**config.mk**
```make
export PLATFORM = sky130hd
export DESIGN_NAME = csi2_pkt_ctrl
export DESIGN_NICKNAME = d
export VERILOG_FILES = /design/src/rtl/csi2_pkt_ctrl.sv
export SDC_FILE = /design/constraint.sdc
export NUM_CORES = 1
export LEC_CHECK = 0
export CORE_MARGIN = 1.5
export CORE_UTILIZATION = 30
export DETAILED_ROUTE_END_ITERATION = 7
export PLACE_DENSITY_LB_ADDON = 0.25
export SLEW_MARGIN = 20
export SYNTH_ARGS = -nofsm -noshare
export SYNTH_HDL_FRONTEND = slang
export SYNTH_SLANG_ARGS = --single-unit
```
**constraint.sdc**
```tcl
create_clock -name clk_i -period 3 [get_ports clk_i]
set_clock_uncertainty 0.05 [all_clocks]
set_input_delay 0.45 -clock clk_i [delete_from_list [all_inputs] [get_ports clk_i]]
set_output_delay 0.45 -clock clk_i [all_outputs]
set_load 0.01 [all_outputs]
```
**src/rtl/csi2_pkt_ctrl.sv**
```systemverilog
// CSI-2 packet sequencer behind the header Hamming decoder: header parse, payload
// byte accounting, truncation abort and saturating error counters.
module csi2_pkt_ctrl #(
    parameter int unsigned TIMEOUT = 16,
    parameter int unsigned CNT_W   = 16
) (
    input  logic             clk_i,
    input  logic             rst_i,
    input  logic             valid_i,
    input  logic [31:0]      data_i,
    input  logic             error_i,
    input  logic             error_corrected_i,
    output logic             pkt_done_o,
    output logic             hdr_valid_o,
    output logic [1:0]       hdr_vc_o,
    output logic [5:0]       hdr_dt_o,
    output logic [15:0]      hdr_wc_o,
    output logic             pay_valid_o,
    output logic [31:0]      pay_data_o,
    output logic [3:0]       pay_keep_o,
    output logic             pay_last_o,
    output logic [CNT_W-1:0] ecc_corr_cnt_o,
    output logic [CNT_W-1:0] ecc_fail_cnt_o,
    output logic [CNT_W-1:0] trunc_cnt_o,
    input  logic             cnt_clr_i
);

    localparam int unsigned IDLE_W  = 8;
    localparam int unsigned WC_W    = 16;
    localparam int unsigned TOT_W   = 17;
    localparam logic [5:0]  DT_SHORT_MAX = 6'h0F;

    typedef enum logic [1:0] {
        IDLE,
        PAYLOAD,
        DROP
    } state_t;

    state_t              state_q, state_d;
    logic [WC_W-1:0]     pay_rem_q, pay_rem_d;
    logic [TOT_W-1:0]    tot_rem_q, tot_rem_d;
    logic [IDLE_W-1:0]   idle_q, idle_d;

    logic                done_d, hdr_valid_d, pay_valid_d, pay_last_d;
    logic [1:0]          vc_d;
    logic [5:0]          dt_d;
    logic [15:0]         wc_d;
    logic [31:0]         pay_data_d;
    logic [3:0]          pay_keep_d;
    logic                inc_corr, inc_fail, inc_trunc;
    logic [2:0]          take;

    // Next-state and next-output decode
    always_comb begin
        state_d     = state_q;
        pay_rem_d   = pay_rem_q;
        tot_rem_d   = tot_rem_q;
        idle_d      = idle_q;
        done_d      = 1'b0;
        hdr_valid_d = 1'b0;
        vc_d        = hdr_vc_o;
        dt_d        = hdr_dt_o;
        wc_d        = hdr_wc_o;
        pay_valid_d = 1'b0;
        pay_data_d  = pay_data_o;
        pay_keep_d  = 4'h0;
        pay_last_d  = 1'b0;
        inc_corr    = 1'b0;
        inc_fail    = 1'b0;
        inc_trunc   = 1'b0;
        take        = (pay_rem_q >= WC_W'(4)) ? 3'd4 : pay_rem_q[2:0];

        case (state_q)
            IDLE: begin
                if (valid_i) begin
                    if (error_i && !error_corrected_i) begin
                        inc_fail = 1'b1;
                        state_d  = DROP;
                    end else begin
                        hdr_valid_d = 1'b1;
                        vc_d        = data_i[7:6];
                        dt_d        = data_i[5:0];
                        wc_d        = data_i[23:8];
                        inc_corr    = error_i;
                        if (data_i[5:0] <= DT_SHORT_MAX) begin
                            done_d = 1'b1;
                        end else begin
                            pay_rem_d = data_i[23:8];
                            tot_rem_d = TOT_W'(data_i[23:8]) + TOT_W'(2);
                            idle_d    = '0;
                            state_d   = PAYLOAD;
                        end
                    end
                end
            end

            PAYLOAD: begin
                if (valid_i) begin
                    idle_d = '0;
                    // Words after the payload bytes run out carry only CRC
                    if (pay_rem_q != '0) begin
                        pay_valid_d = 1'b1;
                        pay_data_d  = data_i;
                        pay_last_d  = (pay_rem_q <= WC_W'(4));
                        pay_rem_d   = pay_rem_q - WC_W'(take);
                        case (take)
                            3'd1:    pay_keep_d = 4'h1;
                            3'd2:    pay_keep_d = 4'h3;
                            3'd3:    pay_keep_d = 4'h7;
                            default: pay_keep_d = 4'hF;
                        endcase
                    end
                    tot_rem_d = tot_rem_q - TOT_W'(4);
                    if (tot_rem_q <= TOT_W'(4)) begin
                        done_d  = 1'b1;
                        state_d = IDLE;
                    end
                end else begin
                    idle_d = idle_q + IDLE_W'(1);
                    if (idle_q + IDLE_W'(1) == IDLE_W'(TIMEOUT)) begin
                        done_d    = 1'b1;
                        inc_trunc = 1'b1;
                        state_d   = IDLE;
                    end
                end
            end

            DROP: begin
                if (!valid_i) begin
                    done_d  = 1'b1;
                    state_d = IDLE;
                end
            end

            default: state_d = IDLE;
        endcase
    end

    // State, datapath and output registers
    always_ff @(posedge clk_i) begin
        if (rst_i) begin
            state_q        <= IDLE;
            pay_rem_q      <= '0;
            tot_rem_q      <= '0;
            idle_q         <= '0;
            pkt_done_o     <= 1'b0;
            hdr_valid_o    <= 1'b0;
            hdr_vc_o       <= '0;
            hdr_dt_o       <= '0;
            hdr_wc_o       <= '0;
            pay_valid_o    <= 1'b0;
            pay_data_o     <= '0;
            pay_keep_o     <= '0;
            pay_last_o     <= 1'b0;
            ecc_corr_cnt_o <= '0;
            ecc_fail_cnt_o <= '0;
            trunc_cnt_o    <= '0;
        end else begin
            state_q     <= state_d;
            pay_rem_q   <= pay_rem_d;
            tot_rem_q   <= tot_rem_d;
            idle_q      <= idle_d;
            pkt_done_o  <= done_d;
            hdr_valid_o <= hdr_valid_d;
            hdr_vc_o    <= vc_d;
            hdr_dt_o    <= dt_d;
            hdr_wc_o    <= wc_d;
            pay_valid_o <= pay_valid_d;
            pay_data_o  <= pay_data_d;
            pay_keep_o  <= pay_keep_d;
            pay_last_o  <= pay_last_d;

            // Clear wins over a same-cycle increment; counts stick at all-ones
            if (cnt_clr_i) begin
                ecc_corr_cnt_o <= '0;
                ecc_fail_cnt_o <= '0;
                trunc_cnt_o    <= '0;
            end else begin
                if (inc_corr && (ecc_corr_cnt_o != '1))
                    ecc_corr_cnt_o <= ecc_corr_cnt_o + CNT_W'(1);
                if (inc_fail && (ecc_fail_cnt_o != '1))
                    ecc_fail_cnt_o <= ecc_fail_cnt_o + CNT_W'(1);
                if (inc_trunc && (trunc_cnt_o != '1))
                    trunc_cnt_o <= trunc_cnt_o + CNT_W'(1);
            end
        end
    end

endmodule

```
==> summary.md <==
| Metric | Value |
|---|---|
| Vias in the first global route | 6464 |
| Cell area power density | approximately 550 nW/µm² |
| Cell area after technology mapping | 7290 µm² |
| I/O pin total | 150 |
| Detailed-route vias per instance | 4.95 |
| Per-cell routed wire length | 15.2 µm |
| Crit Path Max Fanout | 11 |
| P&R area growth vs syn | 34.6% |
| Reg2Reg Depth | 6 |
| Root buffer cell | sky130_fd_sc_hd__clkbuf_16 |
| Number of design-rule violations left by the first detailed-router iteration | 512 |
| Antenna violations before repair | 0 |
| Number of hold violations in the final report | 0 |
| Sequence of cells on the critical path | clkdlybuf4s50_1, nor2b_1, nor2_1, o21ai_1, a31oi_1, o21ai_0, a221oi_2 |
| Share of layout cells above drive strength 1 | 0.0700 |
| Leading area contributor after synthesis | sky130_fd_sc_hd__dfxtp_1 |
| Asr flop ratio synth | 0 |
| Total Routing Usage GR | 0.165 |
| Max-cap violations | 0 |
| Post-synth cell types | 64 |
| Number of gates given a new drive strength after cts | 0 |
| Final setup fails | 0 |
| Category of the worst setup path capture point | flop |
| Share of the clock period used by the worst path after layout | 0.857 |
| ANT nets after route | 0 |
| Die area | 25200 µm² |
| Area share of the leading cell type in the synthesized netlist | 0.426 |
| Overall power of the completed layout | 5.40 mW |
| Core region area | 23700 µm² |
| Clock network latency to the later pin of the worst-skew pair | 0.43 ns |
| Max stage delay cell, worst path | sky130_fd_sc_hd__a31oi_1 |
| #FFs+latches synth | between 150 and 200 |
| Count of pins over their slew limit | 0 |
| Summed area of non-filler cells in the final layout | between 9000 and 10000 µm² |
| TritonRoute pass-1 iters | 6 |
| Count of synthesis-stage warnings from yosys | 0 |
| Cell types occupying the most area after synthesis | sky130_fd_sc_hd__dfxtp_1 (43%), sky130_fd_sc_hd__nor2_1 (6.8%), sky130_fd_sc_hd__a21oi_1 (5.8%) |
| Slew @ Worst Pin | 1.09 ns |
| Hold path depth | 2 |
| Number of buffers added for setup after CTS | 0 |
| Worst-path clk slew | 0.07 ns |
| Worst slew slack as a fraction of its limit | 0.272 |
| Post-Synthesis Cells | 898 |
| H-tree levels | 4 |
| Placed Area | 9190 µm² |
| Maximum cell stage delay along the critical path | about 0.82 ns |
| Net total in the final layout | 1091 |
| Launching point of the worst reg2reg path | pay_rem_q[3] |
| Type of the tightest min-delay check | primary input to flop |
| Number of synthesized flops with an enable pin | 0 |
| Global-route wire length before repair | 34.2 mm |
| CP startpoint | error_i |
| Most frequently used flop master after synthesis | sky130_fd_sc_hd__dfxtp_1 |
| Path type of the worst setup path | primary input to flop |
| Unrepaired setup endpoints after global routing | no |
| Post-synthesis sequential area ratio | 0.426 |
| Syn_area_per_cell | 8.11 µm² |
| DP HPWL | 14.4 mm |
| Final weighted congestion of routability-driven global placement | ~0.80 |
| Hold-fix buffers, CTS | 0 |
| Data arrival at the endpoint of the critical path | 2.86 ns |
| Largest net degree at the start of global routing | between 40 and 50 |
| Library cell with the highest instance count after synthesis | sky130_fd_sc_hd__dfxtp_1 |
| CTS buffer count | 17 |
| Required time of the worst setup path | 3.29 ns |
| Sinks on the clock net | between 150 and 200 |
| Maximum count of clock buffers along a single path | 2 |
| Final global-route overflow total | 0 |
| Post-layout min period | 2.57 ns |
| Static power due to leakage | around 3.4 nW |
| Port Buf Inserts | 149 |
| TritonCTS clock tree | done |
| Antenna cells | 0 |
| Worst hold slack | ~0.34 ns |
| Upper clock frequency limit | approximately 400 MHz |
| Post-Route Setup TNS | 0 ns |
| Floorplan row count | 56 |
| Starting density of the core | 0.308 |
| Result of the run | finished clean |
| Post-Route Utilization | 0.414 |
| Total number of vias | 6818 |
| Peak supply drop | roughly 390 µV |
| Synthesized Nets | 945 |
| Commonest cells in the netlist | sky130_fd_sc_hd__dfxtp_1 (155), sky130_fd_sc_hd__nor2_1 (132), sky130_fd_sc_hd__nand2_1 (102) |
| Number of design rule violations left after detail routing | 0 |
| Worst hold start | rst_i |
| Category of the worst setup path launch point | primary input |
| Width of the die | 159 µm |
| Vertical die dimension | 159 µm |
| Aggregate routed wire length | 21.0 mm |
[metal layers]
metal  up-vias  share of wire  track usage
met4         0          0.011       0.0527
met5         -              0            0
met1      3244           0.48        0.216
li1       3435              -            -
met3        16          0.051       0.0421
met2       123           0.46        0.267
[critical path: cells and delay by family]
| kind | cells | cell delay, ns |
|---|---|---|
| buffers and inverters | 1 | 0.46 |
| AO/OA/AOI/OAI | 4 | 1.50 |
| AND/OR/NAND/NOR | 2 | 0.45 |
[cells in the final DEF, fill, tap and decap left out, types with 17 or more instances in the layout]
| master | netlist | layout |
|---|---|---|
| sky130_fd_sc_hd__inv_1 | 18 | 18 |
| sky130_fd_sc_hd__nand4_1 | 26 | 26 |
| sky130_fd_sc_hd__dfxtp_1 | 155 | 155 |
| sky130_fd_sc_hd__nand2_1 | 102 | 102 |
| sky130_fd_sc_hd__nand3_1 | 34 | 34 |
| sky130_fd_sc_hd__and3_1 | 19 | 19 |
| sky130_fd_sc_hd__xnor2_1 | 22 | 22 |
| sky130_fd_sc_hd__o21ai_0 | 31 | 31 |
| sky130_fd_sc_hd__nor2_1 | 132 | 131 |
| sky130_fd_sc_hd__nor3_1 | 22 | 22 |
| sky130_fd_sc_hd__xor2_1 | 32 | 32 |
| sky130_fd_sc_hd__clkbuf_16 | 0 | 17 |
| sky130_fd_sc_hd__buf_4 | 2 | 27 |
| sky130_fd_sc_hd__a21oi_1 | 85 | 85 |
| sky130_fd_sc_hd__clkdlybuf4s50_1 | 0 | 148 |
| sky130_fd_sc_hd__mux2i_1 | 37 | 37 |
[cells by family after synthesis]
group | after synthesis | share of synthesized area
XOR/XNOR | 54 | 0.0649
adder cells (fa/ha/maj) | 9 | 0.0155
AND/OR/NAND/NOR | 394 | 0.256
multiplexers | 38 | 0.0524
flip-flops | 155 | 0.426
AO/OA/AOI/OAI | 180 | 0.146
other | 1 | 0.000515
buffers and inverters | 67 | 0.0388
[sequential cells by signal, summed over array words and instances, names as in the netlist, 4 cells and up]
name,flops
ecc_corr_cnt_o,16
pay_keep_o,4
hdr_wc_o,16
hdr_dt_o,6
tot_rem_q,17
idle_q,8
pay_rem_q,16
pay_data_o,32
ecc_fail_cnt_o,16
trunc_cnt_o,16
[worst paths after layout]
path	end	slack, ns
worst min register to register	hdr_wc_o[8]	0.41
worst max-delay path	pay_rem_q[3]	0.43
worst max register to register	pay_rem_q[13]	0.48
worst min-delay path	state_q[0]	0.34
[cell type report]
cell class	instances	area (µm²)
Sequential cell	155	3100
Inverter	18	67.6
Multi-Input combinational cell	676	3910
Clock inverter	11	159
Clock buffer	21	460
Tap cell	319	399
Timing Repair Buffer	176	1700
Fill cell	2511	13900
[report_power, final]
part | total (mW) | internal [mW] | switching (mW)
combinational | 0.902 | 0.377 | 0.525
clock | 2.28 | 1.37 | 0.909
sequential | 2.22 | 2.15 | 0.0750
[stage by stage]
step | cells | setup WS [ns]
floorplan | 898 | 0.879
global placement | 1344 | 0.0946
detailed placement | 1344 | 0.0251
CTS | 1376 | 0.485
global route | 1376 | 0.247
finish | 1376 | 0.430
Note: power is estimated with default switching activity, not from simulation.
